`config.mk`:
```
export PLATFORM = sky130hd
export DESIGN_NAME = k_and_s_datapath
export DESIGN_NICKNAME = d
export VERILOG_FILES = /design/src/rtl/k_and_s_datapath.sv
export SDC_FILE = /design/constraint.sdc
export NUM_CORES = 1
export LEC_CHECK = 0
export CELL_PAD_IN_SITES_DETAIL_PLACEMENT = 0
export CELL_PAD_IN_SITES_GLOBAL_PLACEMENT = 1
export CORE_ASPECT_RATIO = 0.5
export CORE_UTILIZATION = 50
export DETAILED_ROUTE_END_ITERATION = 12
export GPL_TIMING_DRIVEN = 0
export PLACE_DENSITY_LB_ADDON = 0.1
export SLEW_MARGIN = 25
export SYNTH_ARGS = -nofsm -noshare
export SYNTH_HDL_FRONTEND = slang
export SYNTH_SLANG_ARGS = --single-unit
```
`constraint.sdc`:
```
create_clock -name clk -period 15 [get_ports clk]
set_clock_uncertainty 0.2 [all_clocks]
set_input_delay 4.5 -clock clk [delete_from_list [all_inputs] [get_ports clk]]
set_output_delay 4.5 -clock clk [all_outputs]
set_load 0.005 [all_outputs]
```
`src/rtl/k_and_s_datapath.sv`:
```
// -----------------------------------------------------------------------------
// k_and_s_datapath
//   Datapath half of the K&S processor. It holds the program counter, the
//   instruction register, a 4x16 register file, the ALU and the flag register.
//   It carries out the strobes issued by the control unit and returns the
//   decoded instruction and the registered flags. It also drives the address
//   and write data of the single-port program/data RAM.
//
// Ports
//   clk                 rising-edge clock for all state
//   rst                 synchronous, active-high reset
//   branch              1: next PC = IR[7:0], 0: next PC = PC + 1
//   pc_enable           load next PC
//   ir_enable           IR <= ram_rdata
//   write_reg_enable    write register file at the decoded destination
//   addr_sel            0: ram_addr = PC, 1: ram_addr = IR[7:0]
//   c_sel               register write data: 0 = ram_rdata, 1 = ALU result
//   operation           ALU op: 00 OR, 01 ADD, 10 SUB, 11 AND
//   flags_reg_enable    latch zero/neg/ov/sov from the ALU
//   ram_rdata           RAM read data (instruction or operand)
//   ram_addr            RAM address
//   ram_wdata           RAM write data = R[IR[9:8]]
//   decoded_instruction combinational decode of IR
//   reg_zero/neg/ov/sov registered flags
// -----------------------------------------------------------------------------
package k_and_s_pkg;

   typedef enum logic [3:0] {
      I_NOP,
      I_LOAD,
      I_STORE,
      I_MOVE,
      I_ADD,
      I_SUB,
      I_AND,
      I_OR,
      I_BRANCH,
      I_BZERO,
      I_BNEG,
      I_HALT
   } decoded_instruction_type;

endpackage

module k_and_s_datapath
   import k_and_s_pkg::*;
#(
   parameter int DATA_W = 16,
   parameter int ADDR_W = 8
) (
   input  logic                    clk,
   input  logic                    rst,
   input  logic                    branch,
   input  logic                    pc_enable,
   input  logic                    ir_enable,
   input  logic                    write_reg_enable,
   input  logic                    addr_sel,
   input  logic                    c_sel,
   input  logic [1:0]              operation,
   input  logic                    flags_reg_enable,
   input  logic [DATA_W-1:0]       ram_rdata,
   output logic [ADDR_W-1:0]       ram_addr,
   output logic [DATA_W-1:0]       ram_wdata,
   output decoded_instruction_type decoded_instruction,
   output logic                    reg_zero,
   output logic                    reg_neg,
   output logic                    reg_ov,
   output logic                    reg_sov
);

   localparam int MSB = DATA_W - 1;

   logic [ADDR_W-1:0] pc;
   logic [DATA_W-1:0] ir;
   logic [DATA_W-1:0] regs [4];

   logic [1:0]        a_idx;
   logic [1:0]        b_idx;
   logic [1:0]        dest_idx;
   logic [DATA_W-1:0] a_val;
   logic [DATA_W-1:0] b_val;
   logic [DATA_W:0]   add_full;
   logic [DATA_W:0]   sub_full;
   logic [DATA_W-1:0] alu_res;
   logic              alu_ov;
   logic              alu_sov;
   logic [DATA_W-1:0] reg_wdata;

   // ---------------------------------------------------------------------------
   // Instruction decode from the opcode byte IR[15:8]
   // ---------------------------------------------------------------------------
   // NOTE: every always_comb output gets a default first so no path can leave
   // it unassigned, which would otherwise infer a latch.
   always_comb begin
      decoded_instruction = I_NOP;
      case (ir[15:8])
         8'h80, 8'h81, 8'h82, 8'h83: decoded_instruction = I_LOAD;
         8'h84, 8'h85, 8'h86, 8'h87: decoded_instruction = I_STORE;
         8'h90:                      decoded_instruction = I_MOVE;
         8'hA1:                      decoded_instruction = I_ADD;
         8'hA2:                      decoded_instruction = I_SUB;
         8'hA3:                      decoded_instruction = I_AND;
         8'hA4:                      decoded_instruction = I_OR;
         8'h01:                      decoded_instruction = I_BRANCH;
         8'h02:                      decoded_instruction = I_BZERO;
         8'h03:                      decoded_instruction = I_BNEG;
         8'hFF:                      decoded_instruction = I_HALT;
         default:                    decoded_instruction = I_NOP;
      endcase
   end

   // ---------------------------------------------------------------------------
   // Operand and destination selection
   //   MOVE reads its source on both ALU inputs so OR-with-itself copies it.
   // ---------------------------------------------------------------------------
   always_comb begin
      a_idx    = ir[3:2];
      b_idx    = ir[1:0];
      dest_idx = ir[9:8];
      case (decoded_instruction)
         I_MOVE: begin
            a_idx    = ir[1:0];
            dest_idx = ir[3:2];
         end
         I_ADD, I_SUB, I_AND, I_OR: dest_idx = ir[5:4];
         default: ;
      endcase
   end

   assign a_val = regs[a_idx];
   assign b_val = regs[b_idx];

   // ---------------------------------------------------------------------------
   // ALU: the extra top bit of add_full/sub_full is carry-out / borrow
   // ---------------------------------------------------------------------------
   always_comb begin
      add_full = {1'b0, a_val} + {1'b0, b_val};
      sub_full = {1'b0, a_val} - {1'b0, b_val};
      alu_res  = '0;
      alu_ov   = 1'b0;
      alu_sov  = 1'b0;
      case (operation)
         2'b00: alu_res = a_val | b_val;
         2'b01: begin
            alu_res = add_full[MSB:0];
            alu_ov  = add_full[DATA_W];
            alu_sov = (a_val[MSB] == b_val[MSB]) && (alu_res[MSB] != a_val[MSB]);
         end
         2'b10: begin
            alu_res = sub_full[MSB:0];
            alu_ov  = sub_full[DATA_W];
            alu_sov = (a_val[MSB] != b_val[MSB]) && (alu_res[MSB] != a_val[MSB]);
         end
         default: alu_res = a_val & b_val;
      endcase
   end

   assign reg_wdata = c_sel ? alu_res : ram_rdata;

   // ---------------------------------------------------------------------------
   // RAM interface
   // ---------------------------------------------------------------------------
   assign ram_addr  = addr_sel ? ir[ADDR_W-1:0] : pc;
   assign ram_wdata = regs[ir[9:8]];

   // ---------------------------------------------------------------------------
   // State: PC, IR, register file, flags
   // ---------------------------------------------------------------------------
   // NOTE: sequential state uses non-blocking assignments so every register
   // samples pre-edge values; a read of a register written this cycle therefore
   // still sees the old contents.
   always_ff @(posedge clk) begin
      if (rst) begin
         pc       <= '0;
         ir       <= '0;
         // NOTE: the register file is only four words, so it is built from
         // flops and reset explicitly; a RAM macro could not be cleared here.
         for (int i = 0; i < 4; i++) begin
            regs[i] <= '0;
         end
         reg_zero <= 1'b0;
         reg_neg  <= 1'b0;
         reg_ov   <= 1'b0;
         reg_sov  <= 1'b0;
      end else begin
         if (pc_enable) begin
            pc <= branch ? ir[ADDR_W-1:0] : pc + ADDR_W'(1);
         end
         if (ir_enable) begin
            ir <= ram_rdata;
         end
         if (write_reg_enable) begin
            regs[dest_idx] <= reg_wdata;
         end
         if (flags_reg_enable) begin
            reg_zero <= (alu_res == '0);
            reg_neg  <= alu_res[MSB];
            reg_ov   <= alu_ov;
            reg_sov  <= alu_sov;
         end
      end
   end

endmodule
```
Word level (Yosys, flattened, before mapping)
Memories as Yosys holds them, arrays and structs flattened. A register that Yosys moved wholly into a read port is not among the register bits.
Cells that the tools add are included.

operators by class
  bitwise gates (word level) = 2
  add/subtract/negate cells = 3
  mux-type cells = 21
  equality and inequality tests = 28
  reduce and logical (&&, ||, !) cells = 8

operator list
  operator               count
  $eq A8 B8 Y1 const B   14
  $pmux W16 S3           1
  $pmux W4 S11           1
  $mux W16               2
  $add A16 B16 Y17       1
  $sub A16 B16 Y17       1
  $and A16 B16 Y16       1
  $eq A4 B3 Y1 const B   4
  $eq A8 B2 Y1 const B   2
  $logic_not A16 Y1      1
  $mux W8                2
  $or A16 B16 Y16        1
  $reduce_or A16 Y1      1
  $mux W2                6
  $reduce_or A4 Y1       3
  $add A8 B1 Y8 const B  1
  $eq A8 B1 Y1 const B   1
  $mux W1                6
  $eq A4 B2 Y1 const B   1
  $pmux W1 S2            2
  $pmux W2 S2            1
  $ne A1 B1 Y1           3
  $eq A2 B1 Y1 const B   1
  $eq A2 B2 Y1 const B   1
  other kinds (3)        4

storage, ports and cells
  memories = 1
  word-level logic and storage cells = 69
  bits in writable memories = 64
  bits of input ports = 27
  output and inout port bits = 32
  bits in registers = 28

memory list
  name  depth  bits a word  rd ports  clocked after memory_dff  wr ports  RTL line  source
  regs  4      16           3         2                         4         75        logic [DATA_W-1:0] regs [4];

Logic depth before layout (Yosys ltp)
Gate-level depths: netlist (run 1).
An unclocked memory read counts as a cell.

  depth in word-level cells = 10
  depth in mapped cells = 21

Least setup slack after synthesis (run 1)
OpenSTA, ideal clock, no wires.

  path type = input -> output
  from = in addr_sel
  to = out ram_addr[0]
  data required time = 10.300 ns
  arrival time = 5.140 ns
  cell stages on the path = 2
  slack = 5.160 ns
  buffers on the path = 1
  path through = clkbuf_1 > mux2_2

on the way
  cells in the longest elaborated chain, start to end = 1

RTL lines
  item                RTL line  source
  start: declaration  57        input logic addr_sel,
  $mux W8             163       assign ram_addr = addr_sel ? ir[ADDR_W-1:0] : pc;
  end: declaration    62        output logic [ADDR_W-1:0] ram_addr,

No other way between the ends.

Worst setup path in the final report (run 1)
  from = in addr_sel
  to = out ram_addr[3]

The elaborated chain is that of the path after synthesis.

==> flow_summary.json, run 1 <==
{
  "fill_cells": 1360,
  "reg2reg_to": "regs[0][12]",
  "period_minus_slack_ns": 10.41,
  "cts-resized-gates": 0,
  "maxSlewHeadroom": 0.331,
  "cts_setup_buffers": 0,
  "cts_root_buf": "clkbuf_16",
  "drt_pass1_iterations": 5,
  "ant_nets": 0,
  "crit_chain": "clkbuf_1, mux2_2, clkdlybuf4s50_1",
  "tns_ns": 0,
  "fmax_mhz": 96.1,
  "ys.flop_type": "edfxtp_1",
  "start_util": 0.520,
  "seq_area_frac_synth": 0.315,
  "cpPeakStageDelay_ns": 0.45,
  "hold_viol": 0,
  "synth_nets": 960,
  "core_area_um2": 15700,
  "diodes": 0,
  "rows": 32,
  "hp-class": "register to register",
  "drive_gt1_frac": 0.0876,
  "clock_path_buffers": 2,
  "drc": 0,
  "regToRegSetupSlack_ns": 7.90,
  "hpwl_mm": 20.4,
  "cp_top_family": "buffers and inverters",
  "irDropWorstVdd_mv": 0.0548,
  "mostFrequentLayoutCells": "118 x nor2_1, 64 x edfxtp_1, 56 x inv_1, 55 x ha_1, 55 x clkdlybuf4s50_1",
  "maxCapViolCount": 0,
  "vias": 7305,
  "hp-start": "reg_sov",
  "avgSynthCellArea_um2": 9.30,
  "multi_input_comb_area_um2": 5160,
  "ctsHoldBuffers": 0,
  "status": "finished, final reports clean",
  "p_leak_uw": 0.00379,
  "layout_commonest_cell": "nor2_1",
  "cts_made_buffers": 9,
  "ys_ff_latch": 96,
  "worstRegToRegCells": 20,
  "crit_slowest_cell": "clkdlybuf4s50_1",
  "yosys.cell_types.count": 74,
  "reg2reg_from": "ir[8]",
  "wl_per_cell_um": 22.4,
  "htree_num_levels": 3,
  "num_io_pins": 59,
  "crit_buf_inv": 2,
  "final.period_utilization": 0.694,
  "critPathCaptureType": "output pin",
  "utilization": 0.593,
  "worstSkewPairLatency_ns": 0.36,
  "ys.warnings.count": 0,
  "cp.arrival_ns": 5.71,
  "cts_sinks": 96,
  "synth_area_um2": 8140,
  "overflow": 0,
  "critPathRequiredTime_ns": 10.30,
  "die_area_um2": 16800,
  "io_buffers": 55,
  "min_to": "reg_sov",
  "setup_viol": 0,
  "pre_cts_ws_ns": 4.61,
  "min_path_cells": 2,
  "grt_pass1_vias": 6907,
  "report.final.slew_viol_count": 0,
  "clk_pin_slew_ns": 0.07,
  "die_h_um": 92.2,
  "grt.total_usage": 0.319,
  "cts_tree": "built",
  "grt_start_max_net_pins": 20,
  "setup_ws_ns": 4.59,
  "synthArstFlopShare": 0,
  "gp_congestion": 0.900,
  "tightestPinTransition_ns": 1.00,
  "seq_area_um2": 2560,
  "drt-initial-drc-count": 689,
  "antenna_found_initial": 0,
  "startpoint_type": "primary input",
  "synth_enable_flop_cells": 64,
  "power.density_nw_per_um2": 93.7,
  "rsz0062_at_grt": "false",
  "routed_wl_mm": 26.2,
  "die_x_um": 182,
  "path_class": "primary input to output pin",
  "grt_pass1_wl_mm": 39.8,
  "area_delta_synth_final_pct": 14.0,
  "syn_inst": 876,
  "nets": 1026,
  "crit_fanout": 8,
  "viasPerCell": 6.25
}
worst min-delay path, delay by kind of cell, from the launching register on:
kind             cells  cell delay (ns)
flip-flops           1             0.33
AND/OR/NAND/NOR      1             0.06
AO/OA/AOI/OAI        1             0.05
cells by family after synthesis:
family / after synthesis / synth area share
buf+inv: 112 / 0.0521
fa+ha+maj: 57 / 0.0894
simple gates: 290 / 0.172
flops: 96 / 0.315
xor+xnor: 16 / 0.0172
mux: 108 / 0.187
compound gates: 197 / 0.168
per-layer routing:
metal  GRT usage  vias to the layer above  wire [µm]
met5           0                        -          0
met4      0.0833                        0        522
met3      0.0703                       48       2330
met1       0.448                     3566      11800
li1            -                     3365          -
met2       0.496                      326      11500
power breakdown:
| part | total [µW] | switching (µW) | leakage, µW | internal (µW) |
|---|---|---|---|---|
| sequential | 310 | 12.3 | 0.000930 | 298 |
| combinational | 315 | 188 | 0.00270 | 127 |
| clock | 245 | 116 | 0.000156 | 128 |
synthesized netlist by cell type (15+ instances only):
cell type | instances | area (µm²)
o21ai_0 | 33 | 165
mux2i_1 | 53 | 531
edfxtp_1 | 64 | 1920
nand2_1 | 52 | 195
mux2_2 | 22 | 248
a21oi_1 | 42 | 210
nor3_1 | 15 | 75.1
clkbuf_1 | 45 | 169
nor2_1 | 118 | 443
mux4_2 | 32 | 721
nand3_1 | 18 | 90.1
inv_1 | 56 | 210
ha_1 | 55 | 688
dfxtp_1 | 32 | 641
nand2b_1 | 17 | 106
how the worst max path moves through the flow:
| stage | start | endpoint | slack [ns] | cells past startpoint |
|---|---|---|---|---|
| floorplan | addr_sel | ram_addr[0] | 5.16 | 2 |
| global placement | addr_sel | ram_addr[5] | 4.59 | 3 |
| detailed placement | addr_sel | ram_addr[5] | 4.61 | 3 |
| CTS | addr_sel | ram_addr[5] | 4.60 | 3 |
| global route | addr_sel | ram_addr[1] | 4.55 | 3 |
| finish | addr_sel | ram_addr[3] | 4.59 | 3 |
metrics by stage:
| step | cell area, µm² | power [µW] | std cells | hold WS [ns] |
|---|---|---|---|---|
| final | 9290 | 870 | 1168 | 0.291 |
| after global routing | 9290 | 910 | 1168 | 0.311 |
| after CTS | 9290 | 866 | 1168 | 0.293 |
| after detailed placement | 8970 | 623 | 1152 | 0.283 |
| after global placement | 8970 | 617 | 1152 | 0.278 |
| after floorplan | 8140 | 525 | 876 | 0.253 |
cell type report:
type	instances	area share
buffer	54	0.0222
clock buffer	10	0.0269
clock inverter	6	0.00701
inverter	58	0.0234
multi-input combinational	668	0.555
sequential	96	0.276
tap	221	0.0298
timing repair buffer	55	0.0593
state kept, by name, indices dropped and copies added, names as in the netlist, named ones only:
| signal | count |
|---|---|
| regs | 64 |
| reg_neg | 1 |
| ir | 16 |
| reg_zero | 1 |
| reg_ov | 1 |
| reg_sov | 1 |
| pc | 8 |
Note: power is estimated with default switching activity, not from simulation.
==> run 2: changes to the inputs <==
--- a/config.mk
+++ b/config.mk
@@ -8,7 +8,7 @@
 export CELL_PAD_IN_SITES_DETAIL_PLACEMENT = 0
 export CELL_PAD_IN_SITES_GLOBAL_PLACEMENT = 1
 export CORE_ASPECT_RATIO = 0.5
-export CORE_UTILIZATION = 50
+export CORE_UTILIZATION = 47
 export DETAILED_ROUTE_END_ITERATION = 12
 export GPL_TIMING_DRIVEN = 0
 export PLACE_DENSITY_LB_ADDON = 0.1
==> constraint.sdc (replaced) <==
create_clock -name clk -period 10.4 [get_ports clk]
set_clock_uncertainty 0.2 [all_clocks]
set_input_delay 3.12 -clock clk [delete_from_list [all_inputs] [get_ports clk]]
set_output_delay 3.12 -clock clk [all_outputs]
set_load 0.005 [all_outputs]
==> run 2 against run 1 <==
Net effect:
- combinational power grew 45%
- die area up 6.3%
- core utilization fell by 3.5 points
- first-iteration DRC count increased by 2.8%
- clock power rose by 45%
- critical endpoint is now ram_addr[6]
- hold slack got worse by 0.019 ns
- final area barely moved
- sequential cell count did not move
- global-route usage down 1.7 points
- sequential power is 44% higher
- largest cell class unchanged
- wire length rose by 0.61%
==> flow_summary.json, run 2 (same netlist as run 1, synthesis figures left out) <==
{
  "status": "finished, final reports clean",
  "p_seq_frac": 0.355,
  "startpoint_type": "primary input",
  "cts_made_buffers": 9,
  "grt.total_usage": 0.302,
  "stdcell_count": 1174,
  "clock_path_buffers": 2,
  "layout_commonest_cell": "nor2_1",
  "maxCapViolCount": 0,
  "start_util": 0.489,
  "mostFrequentLayoutCells": "118 x nor2_1, 64 x edfxtp_1, 56 x inv_1, 55 x ha_1, 55 x clkdlybuf4s50_1",
  "ctsHoldBuffers": 0,
  "nets": 1026,
  "clkPwrFrac": 0.283,
  "gp_congestion": 0.907,
  "period_minus_slack_ns": 7.64,
  "fill_cells": 1517,
  "worstSkewPairLatency_ns": 0.36,
  "diodes": 0,
  "grt_pass1_wl_mm": 40.1,
  "critPathRequiredTime_ns": 7.08,
  "hold_viol": 0,
  "maxSlewHeadroom": 0.340,
  "comb_power_share": 0.362,
  "critPathCaptureType": "output pin",
  "wl_per_cell_um": 22.5,
  "antenna_found_initial": 0,
  "drt_pass1_iterations": 5,
  "die_h_um": 95.1,
  "intPower_uw": 798,
  "cts_tree": "built",
  "switching_power_uw": 460,
  "clk_pin_slew_ns": 0.08,
  "num_io_pins": 59,
  "max_flop_register": "regs",
  "cts_sinks": 96,
  "tightestPinTransition_ns": 0.990,
  "routed_wl_mm": 26.4,
  "tns_ns": 0,
  "final.period_utilization": 0.734,
  "path_class": "primary input to output pin",
  "die_area_um2": 17900,
  "cts-resized-gates": 0,
  "drt-initial-drc-count": 708,
  "area_delta_synth_final_pct": 14.1,
  "hp-class": "register to register",
  "power.density_nw_per_um2": 135,
  "drc": 0,
  "largest_register_ffs": 64,
  "setup_viol": 0,
  "overflow": 0,
  "viasPerCell": 6.26,
  "switching_share": 0.366,
  "cts_setup_buffers": 0,
  "p_leak_uw": 0.00379,
  "hpwl_mm": 20.4,
  "vias": 7347,
  "rows": 33,
  "rsz0062_at_grt": "false",
  "cp.arrival_ns": 4.32,
  "cts_root_buf": "clkbuf_16",
  "grt_start_max_net_pins": 20,
  "drive_gt1_frac": 0.0876,
  "io_buffers": 55,
  "ant_nets": 0,
  "core_area_um2": 16600,
  "fmax_mhz": 131,
  "place_inst": 1158,
  "irDropWorstVdd_mv": 0.0889,
  "htree_num_levels": 3,
  "die_x_um": 188,
  "grt_pass1_vias": 6825,
  "report.final.slew_viol_count": 0,
  "crit_fanout": 8,
  "reg_top3": "regs: 64 flops, ir: 16 flops, pc: 8 flops"
}
run 2: worst paths after layout:
path              startpoint           to  slack (ns)  depth (start not counted)
hold reg to reg      reg_neg      reg_neg        0.27                          2
hold / removal       reg_neg      reg_neg        0.27                          2
setup / recovery    addr_sel  ram_addr[6]        2.76                          3
setup reg to reg       ir[8]  regs[2][12]        3.17                         20
run 2: through the flow:
stage                     setup slack (ns)  hold WS (ns)   util  total power, µW  cell area (µm²)
after floorplan                       3.32         0.253      -              757             8140
after global placement                2.77         0.255  0.540              894             8980
after detailed placement              2.77         0.266  0.540              900             8980
after CTS                             2.76         0.275  0.558             1250             9290
after global routing                  2.72         0.313  0.558             1310             9290
final                                 2.76         0.272  0.558             1260             9290
run 2: metal layers:
layer | up-vias | wire, µm | share of wire | global-route usage
li1 | 3373 | - | - | -
met1 | 3616 | 11700 | 0.44 | 0.428
met2 | 330 | 11800 | 0.45 | 0.489
met3 | 28 | 2490 | 0.095 | 0.0504
met4 | 0 | 323 | 0.012 | 0.0569
met5 | - | 0 | 0 | 0
run 2: power groups by stage:
stage          Clock, µW  Sequential [µW]  Combinational [µW]
2_1_floorplan          0              448                 309
3_3_place_gp           0              453                 441
3_5_place_dp           0              455                 445
4_1_cts              355              446                 448
5_1_grt              369              449                 496
6_report             356              446                 456
run 2: area by class of cell:
class	instances	area [µm²]	share of cell area
multi-input combinational	668	5160	0.555
timing repair buffer	55	551	0.0593
clock buffer	10	250	0.0269
clock inverter	6	60.1	0.00647
tap	227	284	0.0306
inverter	58	218	0.0234
buffer	54	206	0.0222
sequential	96	2560	0.276
run 2: worst max-delay path, cell delays in order:
cell             delay, ns
clkbuf_1              0.35
mux2_2                0.39
clkdlybuf4s50_1       0.45
